==> src/rtl/player_pkg.sv <==
// Shared types and helpers for the player lane controller family.
package player_pkg;

  typedef enum logic [1:0] {DIR_NONE, DIR_LEFT, DIR_RIGHT} dir_t;
  typedef enum logic [1:0] {RPT_IDLE, RPT_HOLD, RPT_REPEAT} rpt_state_t;

  function automatic int cnt_w(input int delay, input int rate);
    int m;
    m = (delay > rate) ? delay : rate;
    return $clog2(m + 1);
  endfunction

  // Opposing buttons cancel each other out.
  function automatic dir_t decode_dir(input logic l, input logic r);
    case ({l, r})
      2'b10:   return DIR_LEFT;
      2'b01:   return DIR_RIGHT;
      default: return DIR_NONE;
    endcase
  endfunction

endpackage

==> src/rtl/lane_step.sv <==
// Combinational single-lane move: next position plus moved/blocked flags.
module lane_step import player_pkg::*; #(
  parameter int NUM_LANES = 3,
  parameter int POS_W     = 5,
  parameter int WRAP      = 0
) (
  input  logic [POS_W-1:0] pos,
  input  dir_t             dir,
  output logic [POS_W-1:0] next_pos,
  output logic             moved,
  output logic             blocked
);

  localparam logic [POS_W-1:0] LAST = POS_W'(NUM_LANES - 1);

  always_comb begin
    next_pos = pos;
    moved    = 1'b0;
    blocked  = 1'b0;
    case (dir)
      DIR_LEFT: begin
        if (pos == LAST) begin
          if (WRAP != 0) begin
            next_pos = '0;
            moved    = 1'b1;
          end else begin
            blocked  = 1'b1;
          end
        end else begin
          next_pos = pos + 1'b1;
          moved    = 1'b1;
        end
      end
      DIR_RIGHT: begin
        if (pos == '0) begin
          if (WRAP != 0) begin
            next_pos = LAST;
            moved    = 1'b1;
          end else begin
            blocked  = 1'b1;
          end
        end else begin
          next_pos = pos - 1'b1;
          moved    = 1'b1;
        end
      end
      default: ;
    endcase
  end

endmodule

==> src/rtl/player_lane_ctrl.sv <==
// Player lane controller: press edge detect, one-deep pending move, hold-to-repeat.
module player_lane_ctrl import player_pkg::*; #(
  parameter int NUM_LANES    = 3,
  parameter int POS_W        = 5,
  parameter int WRAP         = 0,
  parameter int START_LANE   = NUM_LANES / 2,
  parameter int REPEAT_DELAY = 8,
  parameter int REPEAT_RATE  = 3
) (
  input  logic             clk,
  input  logic             reset,
  input  logic             game_Over,
  input  logic             update_player,
  input  logic             left,
  input  logic             right,
  output logic [POS_W-1:0] player_pos,
  output logic             moved,
  output logic             blocked,
  output logic             at_left_edge,
  output logic             at_right_edge
);

  localparam int CW = cnt_w(REPEAT_DELAY, REPEAT_RATE);
  localparam logic [CW-1:0] DELAY_LD = CW'(REPEAT_DELAY - 1);
  localparam logic [CW-1:0] RATE_LD  = CW'(REPEAT_RATE - 1);

  logic [POS_W-1:0] pos_q, pos_d, step_pos;
  logic             moved_q, moved_d, blocked_q, blocked_d;
  logic             step_mv, step_bk;
  dir_t             dir, prev_dir_q, prev_dir_d, pending_q, pending_d;
  dir_t             press_req, req;
  rpt_state_t       state_q, state_d;
  logic [CW-1:0]    cnt_q, cnt_d;
  logic             tick, new_press, rpt_fire;

  always_comb begin
    dir        = decode_dir(left, right);
    prev_dir_d = dir;
    tick       = update_player & ~game_Over;
    new_press  = (dir != DIR_NONE) && (dir != prev_dir_q);
    press_req  = new_press ? dir : pending_q;
    rpt_fire   = (state_q != RPT_IDLE) && (cnt_q == '0);
    req        = DIR_NONE;
    if (tick) begin
      if (press_req != DIR_NONE) req = press_req;
      else if (rpt_fire)         req = dir;
    end
  end

  lane_step #(
    .NUM_LANES (NUM_LANES),
    .POS_W     (POS_W),
    .WRAP      (WRAP)
  ) u_step (
    .pos      (pos_q),
    .dir      (req),
    .next_pos (step_pos),
    .moved    (step_mv),
    .blocked  (step_bk)
  );

  always_comb begin
    pos_d     = step_pos;
    moved_d   = step_mv;
    blocked_d = step_bk;

    // A press arriving with the tick is consumed directly, so the buffer empties too.
    pending_d = pending_q;
    if (game_Over || tick) pending_d = DIR_NONE;
    else if (new_press)    pending_d = dir;

    state_d = state_q;
    cnt_d   = cnt_q;
    if (game_Over || dir == DIR_NONE) begin
      state_d = RPT_IDLE;
      cnt_d   = '0;
    end else if (tick) begin
      if (press_req != DIR_NONE) begin
        if (press_req == dir) begin
          state_d = RPT_HOLD;
          cnt_d   = DELAY_LD;
        end else begin
          state_d = RPT_IDLE;
          cnt_d   = '0;
        end
      end else if (state_q != RPT_IDLE) begin
        if (cnt_q == '0) begin
          state_d = RPT_REPEAT;
          cnt_d   = RATE_LD;
        end else begin
          cnt_d   = cnt_q - 1'b1;
        end
      end
    end
  end

  always_ff @(posedge clk or negedge reset) begin
    if (!reset) begin
      pos_q      <= POS_W'(START_LANE);
      moved_q    <= 1'b0;
      blocked_q  <= 1'b0;
      prev_dir_q <= DIR_NONE;
      pending_q  <= DIR_NONE;
      state_q    <= RPT_IDLE;
      cnt_q      <= '0;
    end else begin
      pos_q      <= pos_d;
      moved_q    <= moved_d;
      blocked_q  <= blocked_d;
      prev_dir_q <= prev_dir_d;
      pending_q  <= pending_d;
      state_q    <= state_d;
      cnt_q      <= cnt_d;
    end
  end

  assign player_pos    = pos_q;
  assign moved         = moved_q;
  assign blocked       = blocked_q;
  assign at_left_edge  = (pos_q == POS_W'(NUM_LANES - 1));
  assign at_right_edge = (pos_q == '0);

endmodule

==> config.mk <==
export PLATFORM = sky130hd
export DESIGN_NAME = player_lane_ctrl
export DESIGN_NICKNAME = d
export VERILOG_FILES = /design/src/rtl/player_pkg.sv /design/src/rtl/lane_step.sv /design/src/rtl/player_lane_ctrl.sv
export SDC_FILE = /design/constraint.sdc
export NUM_CORES = 1
export LEC_CHECK = 0
export ABC_AREA = 1
export BUFFER_PORTS_ARGS = -buffer_cell sky130_fd_sc_hd__buf_2
export CAP_MARGIN = 0
export CORE_MARGIN = 4
export CORE_UTILIZATION = 51
export CTS_CLUSTER_DIAMETER = 150
export DETAILED_ROUTE_END_ITERATION = 10
export GPL_TIMING_DRIVEN = 0
export PLACE_DENSITY = 0.74
export SLEW_MARGIN = 20
export SYNTH_ARGS = -nofsm -noshare
export SYNTH_HDL_FRONTEND = slang
export SYNTH_SLANG_ARGS = --single-unit
==> constraint.sdc <==
create_clock -name clk -period 2.7 [get_ports clk]
set_clock_uncertainty 0.2 [all_clocks]
set_input_delay 0 -clock clk [delete_from_list [all_inputs] [get_ports clk]]
set_output_delay 0 -clock clk [all_outputs]
set_load 0.01 [all_outputs]
==> impl_metrics.py, run 1 <==
metrics = {
    "outcome": {
        "outcome": "complete, no violations",
    },
    "min_path": {
        "hold_class": "in2reg",
    },
    "worst_setup_path": {
        "crit_end": "player_pos[4]",
        "worst_r2r_endpoint": "player_pos[4]",
        "r2r_start": "cnt_q[1]",
        "worstPathCellList": "inv_1 -> ha_1 -> nand2_1 -> inv_2 -> nand4_1 -> a21oi_2 -> inv_2 -> ha_4 -> fa_2 -> nand3_2 -> nand2_1 -> xor2_1 -> inv_1 -> nand2_2 -> xnor2_1",
        "path_max_fanout": 5,
        "worstRegToRegCells": 15,
        "startpoint_type": "flip-flop",
        "cp_slowest_cell": "dfrtp_1",
        "cp_slowest_stage_delay_ns": 0.42,
        "critical_path_class": "reg2reg",
        "critical_path_required_ns": 2.69,
        "crit_arrival_ns": 2.62,
        "r2r_setup_slack_ns": 0.07,
        "crit_start": "cnt_q[1]",
        "worst_setup_path_end_kind": "flip-flop",
    },
    "synthesis": {
        "syn_area_um2": 1240,
        "synth_top_cell_by_area": "dfrtp_1",
        "syn_avg_cell_area_um2": 7.76,
        "synth_common_cells": "nand2_1 (35), inv_1 (26), dfrtp_1 (16)",
        "synthFlopType": "dfrtp_1",
        "ys_seq_elements": 17,
        "async_flop_share": 1.00,
        "synth-edff-count": 0,
        "synth.distinct_cells": 23,
        "syn_inst": 160,
        "yosys_warnings": 0,
        "yosysSeqAreaShare": 0.344,
        "netlist_top_cells_area": "dfrtp_1 (32%), nand2_1 (11%), ha_1 (9.1%)",
        "synth_top_area_frac": 0.323,
        "synth.most_common_cell": "nand2_1",
        "syn_nets": 176,
    },
    "global_route": {
        "grt_pass1_vias": 1126,
        "grt_use_total": 0.179,
        "grt_max_degree": 17,
        "busiest_layer": "met2",
        "met1_usage": 0.198,
        "met3_usage": 0.0204,
        "grt_pass1_wl_mm": 4.59,
        "antenna_found_initial": 0,
        "grt_use_met2": 0.344,
        "overflow": 0,
    },
    "cells_and_area": {
        "multi_input_area_um2": 763,
        "layout-drive-gt1-share": 0.309,
        "layoutNonFillerInstCount": 219,
        "fillCellCount": 192,
        "antennaDiodeCount": 0,
        "final_area_um2": 1550,
        "register_area_um2": 427,
        "fin_nets": 208,
        "synthToLayoutAreaGrowth_pct": 24.8,
    },
    "floorplan": {
        "io_pins": 15,
        "rows": 17,
        "die_w_um": 57.3,
        "dieArea_um2": 3290,
        "start_util": 0.550,
        "fp.dieH_um": 57.3,
        "core-area_um2": 2250,
    },
    "clock_tree": {
        "cts_tree": "built",
        "cts_buffers": 3,
        "clk_path_buf_depth": 2,
        "clk_pin_slew_ns": 0.11,
        "worstSkewPairLatency_ns": 0.30,
        "root_buffer": "clkbuf_4",
        "clkSinkCount": 17,
        "htreeDepth": 1,
    },
    "timing": {
        "fmax_ghz": 0.380,
        "fin_crit_sh": 0.976,
        "rsz0062_at_grt": "true",
        "min_period_ns": 2.63,
        "slew_headroom": 0.507,
        "hold_slack_ns": 0.0766,
        "hold_violations": 0,
        "slew_viol_final": 0,
        "tightestPinTransition_ns": 0.737,
        "setup_violations": 0,
        "finalSetupTns_ns": 0,
    },
    "pwr": {
        "power_w": 0.00100,
        "ir_drop_mv": 0.656,
        "power.density_nw_per_um2": 646,
        "leakagePower_nw": 0.803,
    },
    "place": {
        "hpwl_mm": 1.90,
        "place_area_um2": 1350,
        "place_inst": 202,
        "place.gp.congestion": 0.796,
        "port_buffers": 14,
    },
    "routing": {
        "ant_nets": 0,
        "wirelength_mm": 2.66,
        "drt_iter0_markers": 36,
        "routedWlPerCell_um": 12.2,
        "post_drt_via_cell_ratio": 5.01,
        "drc": 0,
        "vias": 1097,
        "drtPass1Iterations": 4,
    },
    "job": {
        "maxCapViolations": 0,
    },
}
-- layer usage --
layer  vias up  wire [µm]
li1        559          -
met1       512       1070
met2        21       1460
met3         5         82
met4         0         46
met5         -          0
-- power by group --
| part | switching [W] | total, W | internal (W) |
|---|---|---|---|
| registers | 0.0000661 | 0.000379 | 0.000313 |
| logic | 0.000273 | 0.000480 | 0.000207 |
| clock network | 0.0000859 | 0.000141 | 0.0000553 |
-- layout make-up --
cell class / count / area share
clock buffers: 3 / 0.0145
clock inverters: 1 / 0.00323
well taps: 28 / 0.0226
flip-flops and latches: 17 / 0.275
inverters: 29 / 0.0703
repair buffers: 27 / 0.121
multi-input cells: 114 / 0.493
-- flip-flops by register name, indices dropped and copies added, names as in the netlist --
name        flops
blocked         1
cnt_q           4
moved           1
pending_q       2
player_pos      5
prev_dir_q      2
state_q         2
-- how the worst min path moves through the flow --
stage / slack (ns) / start / cells past startpoint / to
4_1_cts: 0.07 / right / 5 / cnt_q[2]
3_3_place_gp: -0.26 / reset / 1 / player_pos[1]
6_report: 0.08 / right / 5 / cnt_q[2]
3_5_place_dp: -0.25 / reset / 1 / player_pos[1]
2_1_floorplan: -0.50 / reset / 0 / blocked
5_1_grt: 0.10 / right / 5 / cnt_q[2]
-- cells by family (layout without fill, tap and decap cells) --
logic type | after synthesis | after routing | share of synthesized area
AO/OA/AOI/OAI | 13 | 13 | 0.0615
XOR/XNOR | 7 | 7 | 0.0494
adder cells (fa/ha/maj) | 10 | 10 | 0.107
buffers and inverters | 29 | 60 | 0.0877
flip-flops | 17 | 17 | 0.344
AND/OR/NAND/NOR | 84 | 84 | 0.351
-- cells in the final DEF (no fill, tap or decap) --
cell type / n
nand2_1: 35
inv_1: 23
dfrtp_1: 16
buf_2: 14
nor2_1: 12
nand3_1: 9
dlygate4sd3_1: 8
inv_2: 6
nand2_2: 6
a21oi_1: 6
ha_1: 6
xor2_1: 5
nor2_2: 5
buf_4: 5
nand2_4: 4
o21ai_1: 4
nand4_1: 3
nor2_4: 3
ha_4: 3
clkbuf_4: 3
nor4_1: 2
a21oi_2: 2
or2_2: 2
xnor2_1: 2
nand3_4: 1
a21oi_4: 1
nand3_2: 1
nor3_1: 1
fa_2: 1
clkinv_2: 1
dfstp_2: 1
-- through the flow --
stage	worst slack (ns)	util
2_1_floorplan	0.0830	-
3_3_place_gp	-0.173	0.597
3_5_place_dp	-0.236	0.597
4_1_cts	0.00327	0.667
5_1_grt	-0.102	0.687
6_report	0.0661	0.687
-- repair_timing --
| item | in CTS | in global routing |
|---|---|---|
| setup endpoints to repair | 2 | 2 |
| resized for setup | 7 | 5 |
| pin swaps | 2 | 2 |
| buffers inserted | 2 | 3 |
| endpoints found under the hold margin | 26 | 0 |
| hold buffers | 8 | 0 |
| gates cloned | 0 | 0 |
-- critical path: cells and delay by family, from the launching register on --
kind | cells | cell delay, ns
DFF | 1 | 0.42
and+or+nand+nor | 5 | 0.42
xor gates and xnor gates | 2 | 0.27
buffers and inverters | 4 | 0.33
AOI/OAI and AO/OA | 1 | 0.18
adders and majority gates | 3 | 0.70
Power figures use the tool's default switching activity.
==> run 2, diff against run 1 <==
- CORE_UTILIZATION: 51 -> 54
- CTS_BUF_LIST: not set -> sky130_fd_sc_hd__clkbuf_8
- CTS_CLUSTER_SIZE: not set -> 12
- PLACE_DENSITY: 0.74 -> 0.78
==> impl_metrics.py, run 2 (synthesis results as in run 1) <==
metrics = {
    "routing": {
        "ant_nets": 0,
        "drc": 0,
        "routedWlPerCell_um": 14.5,
        "drtPass1Iterations": 4,
        "vias": 1148,
        "post_drt_via_cell_ratio": 5.34,
        "drt_iter0_markers": 32,
        "wirelength_mm": 3.13,
    },
    "global_route": {
        "grt_pass1_wl_mm": 5.22,
        "grt_use_total": 0.210,
        "overflow": 0,
        "grt_pass1_vias": 1181,
        "antenna_found_initial": 0,
        "grt_max_degree": 18,
    },
    "clock_tree": {
        "worstSkewPairLatency_ns": 0.25,
        "clk_pin_slew_ns": 0.07,
        "clk_path_buf_depth": 2,
        "cts_buffers": 3,
        "htreeDepth": 1,
        "root_buffer": "clkbuf_8",
        "clkSinkCount": 17,
        "cts_tree": "built",
    },
    "cells_and_area": {
        "final_common_cell": "nand2_1",
        "fillCellCount": 168,
        "layout-drive-gt1-share": 0.310,
        "largest_reg_flops": 5,
        "final_cell_mix": "nand2_1 (35), inv_1 (23), dfrtp_1 (16)",
        "finish.utilization": 0.698,
        "fin_nets": 204,
        "antennaDiodeCount": 0,
        "synthToLayoutAreaGrowth_pct": 23.3,
    },
    "outcome": {
        "violations": "hold timing",
        "outcome": "finished, violations left",
    },
    "worst_setup_path": {
        "cp_slowest_stage_delay_ns": 0.41,
        "critical-path-top-delay-family": "adder cells",
        "startpoint_type": "flip-flop",
        "critPathBufInv": 4,
        "cp_slowest_cell": "dfrtp_1",
        "critical_path_required_ns": 2.64,
        "worst_setup_path_end_kind": "flip-flop",
        "cp_common_cell": "inv_2",
        "critical_path_class": "reg2reg",
        "crit_start": "cnt_q[0]",
        "path_max_fanout": 5,
        "worstPathCellList": "inv_2 -> ha_1 -> nand2_1 -> inv_2 -> nand4_1 -> a21oi_2 -> inv_2 -> ha_4 -> fa_2 -> nand3_2 -> nand2_1 -> xor2_1 -> inv_1 -> nand2_2 -> xnor2_1",
        "crit_arrival_ns": 2.58,
        "r2r_start": "cnt_q[0]",
    },
    "floorplan": {
        "fp.dieH_um": 55.9,
        "io_pins": 15,
        "core-area_um2": 2190,
        "dieArea_um2": 3130,
        "start_util": 0.567,
        "die_w_um": 55.9,
        "rows": 17,
    },
    "timing": {
        "tightestPinTransition_ns": 0.505,
        "finalSetupTns_ns": 0,
        "fmax_ghz": 0.379,
        "slew_viol_final": 0,
        "hold_violations": 1,
        "hold_slack_ns": -0.00732,
        "slew_headroom": 0.660,
        "fin_crit_sh": 0.976,
        "min_period_ns": 2.64,
        "setup_violations": 0,
        "rsz0062_at_grt": "true",
    },
    "job": {
        "maxCapViolations": 0,
    },
    "pwr": {
        "ir_drop_mv": 0.671,
        "power.density_nw_per_um2": 704,
        "leakagePower_nw": 0.792,
    },
    "place": {
        "place.gp.congestion": 0.790,
        "port_buffers": 14,
        "hpwl_mm": 1.97,
    },
    "min_path": {
        "hold_start": "left",
        "hold_class": "in2reg",
    },
}
run 2: cell types whose count changed in the layout (fill, tap and decap cells not counted):
cell           change
buf_4              -1
clkbuf_4           -3
dlygate4sd3_1      -3
clkbuf_8           +3
run 2: metal layers:
metal / GRT usage / share of wire / up-vias
met1: 0.237 / 0.39 / 557
met3: 0.0209 / 0.029 / 8
met4: 0.0576 / 0.013 / 0
met2: 0.410 / 0.57 / 30
li1: - / - / 553
met5: 0 / 0 / -
run 2: stage by stage:
step	cells	instance area [µm²]	setup WS, ns	total power, W
floorplan	160	1240	0.0830	0.000684
global placement	202	1350	-0.176	0.000782
detailed placement	202	1350	-0.308	0.000806
CTS	214	1500	0.0130	0.00103
global route	215	1530	-0.120	0.00116
finish	215	1530	0.0649	0.00108
run 2: cell type report:
class / instances / area (µm²) / share of cell area
well taps: 28 / 35.0 / 0.0229
flip-flops and latches: 17 / 427 / 0.279
clock buffers: 3 / 41.3 / 0.0270
clock inverters: 1 / 5.00 / 0.00327
inverters: 29 / 109 / 0.0711
multi-input cells: 114 / 763 / 0.499
repair buffers: 23 / 150 / 0.0981
run 2: final timing paths:
kind                                       to  slack [ns]  depth (start not counted)
min in group asynchronous            cnt_q[3]           0                          2
worst max-delay path            player_pos[4]        0.06                         15
worst min-delay path            prev_dir_q[0]      -0.007                          2
worst min register to register     state_q[0]        0.32                          2
max in group asynchronous       player_pos[0]        1.98                          2
worst max register to register  player_pos[4]        0.06                         15
run 2: timing repair:
action	in CTS	in global routing
setup endpoints to repair	2	2
hold endpoints to repair	22	0
resized for setup	6	6
hold buffers	5	0
pin swaps	2	1
buffers inserted	3	1
run 2: report_power, final:
part / switching (W) / internal, W
Clock: 0.0000873 / 0.000102
Sequential: 0.0000682 / 0.000313
Combinational: 0.000298 / 0.000208
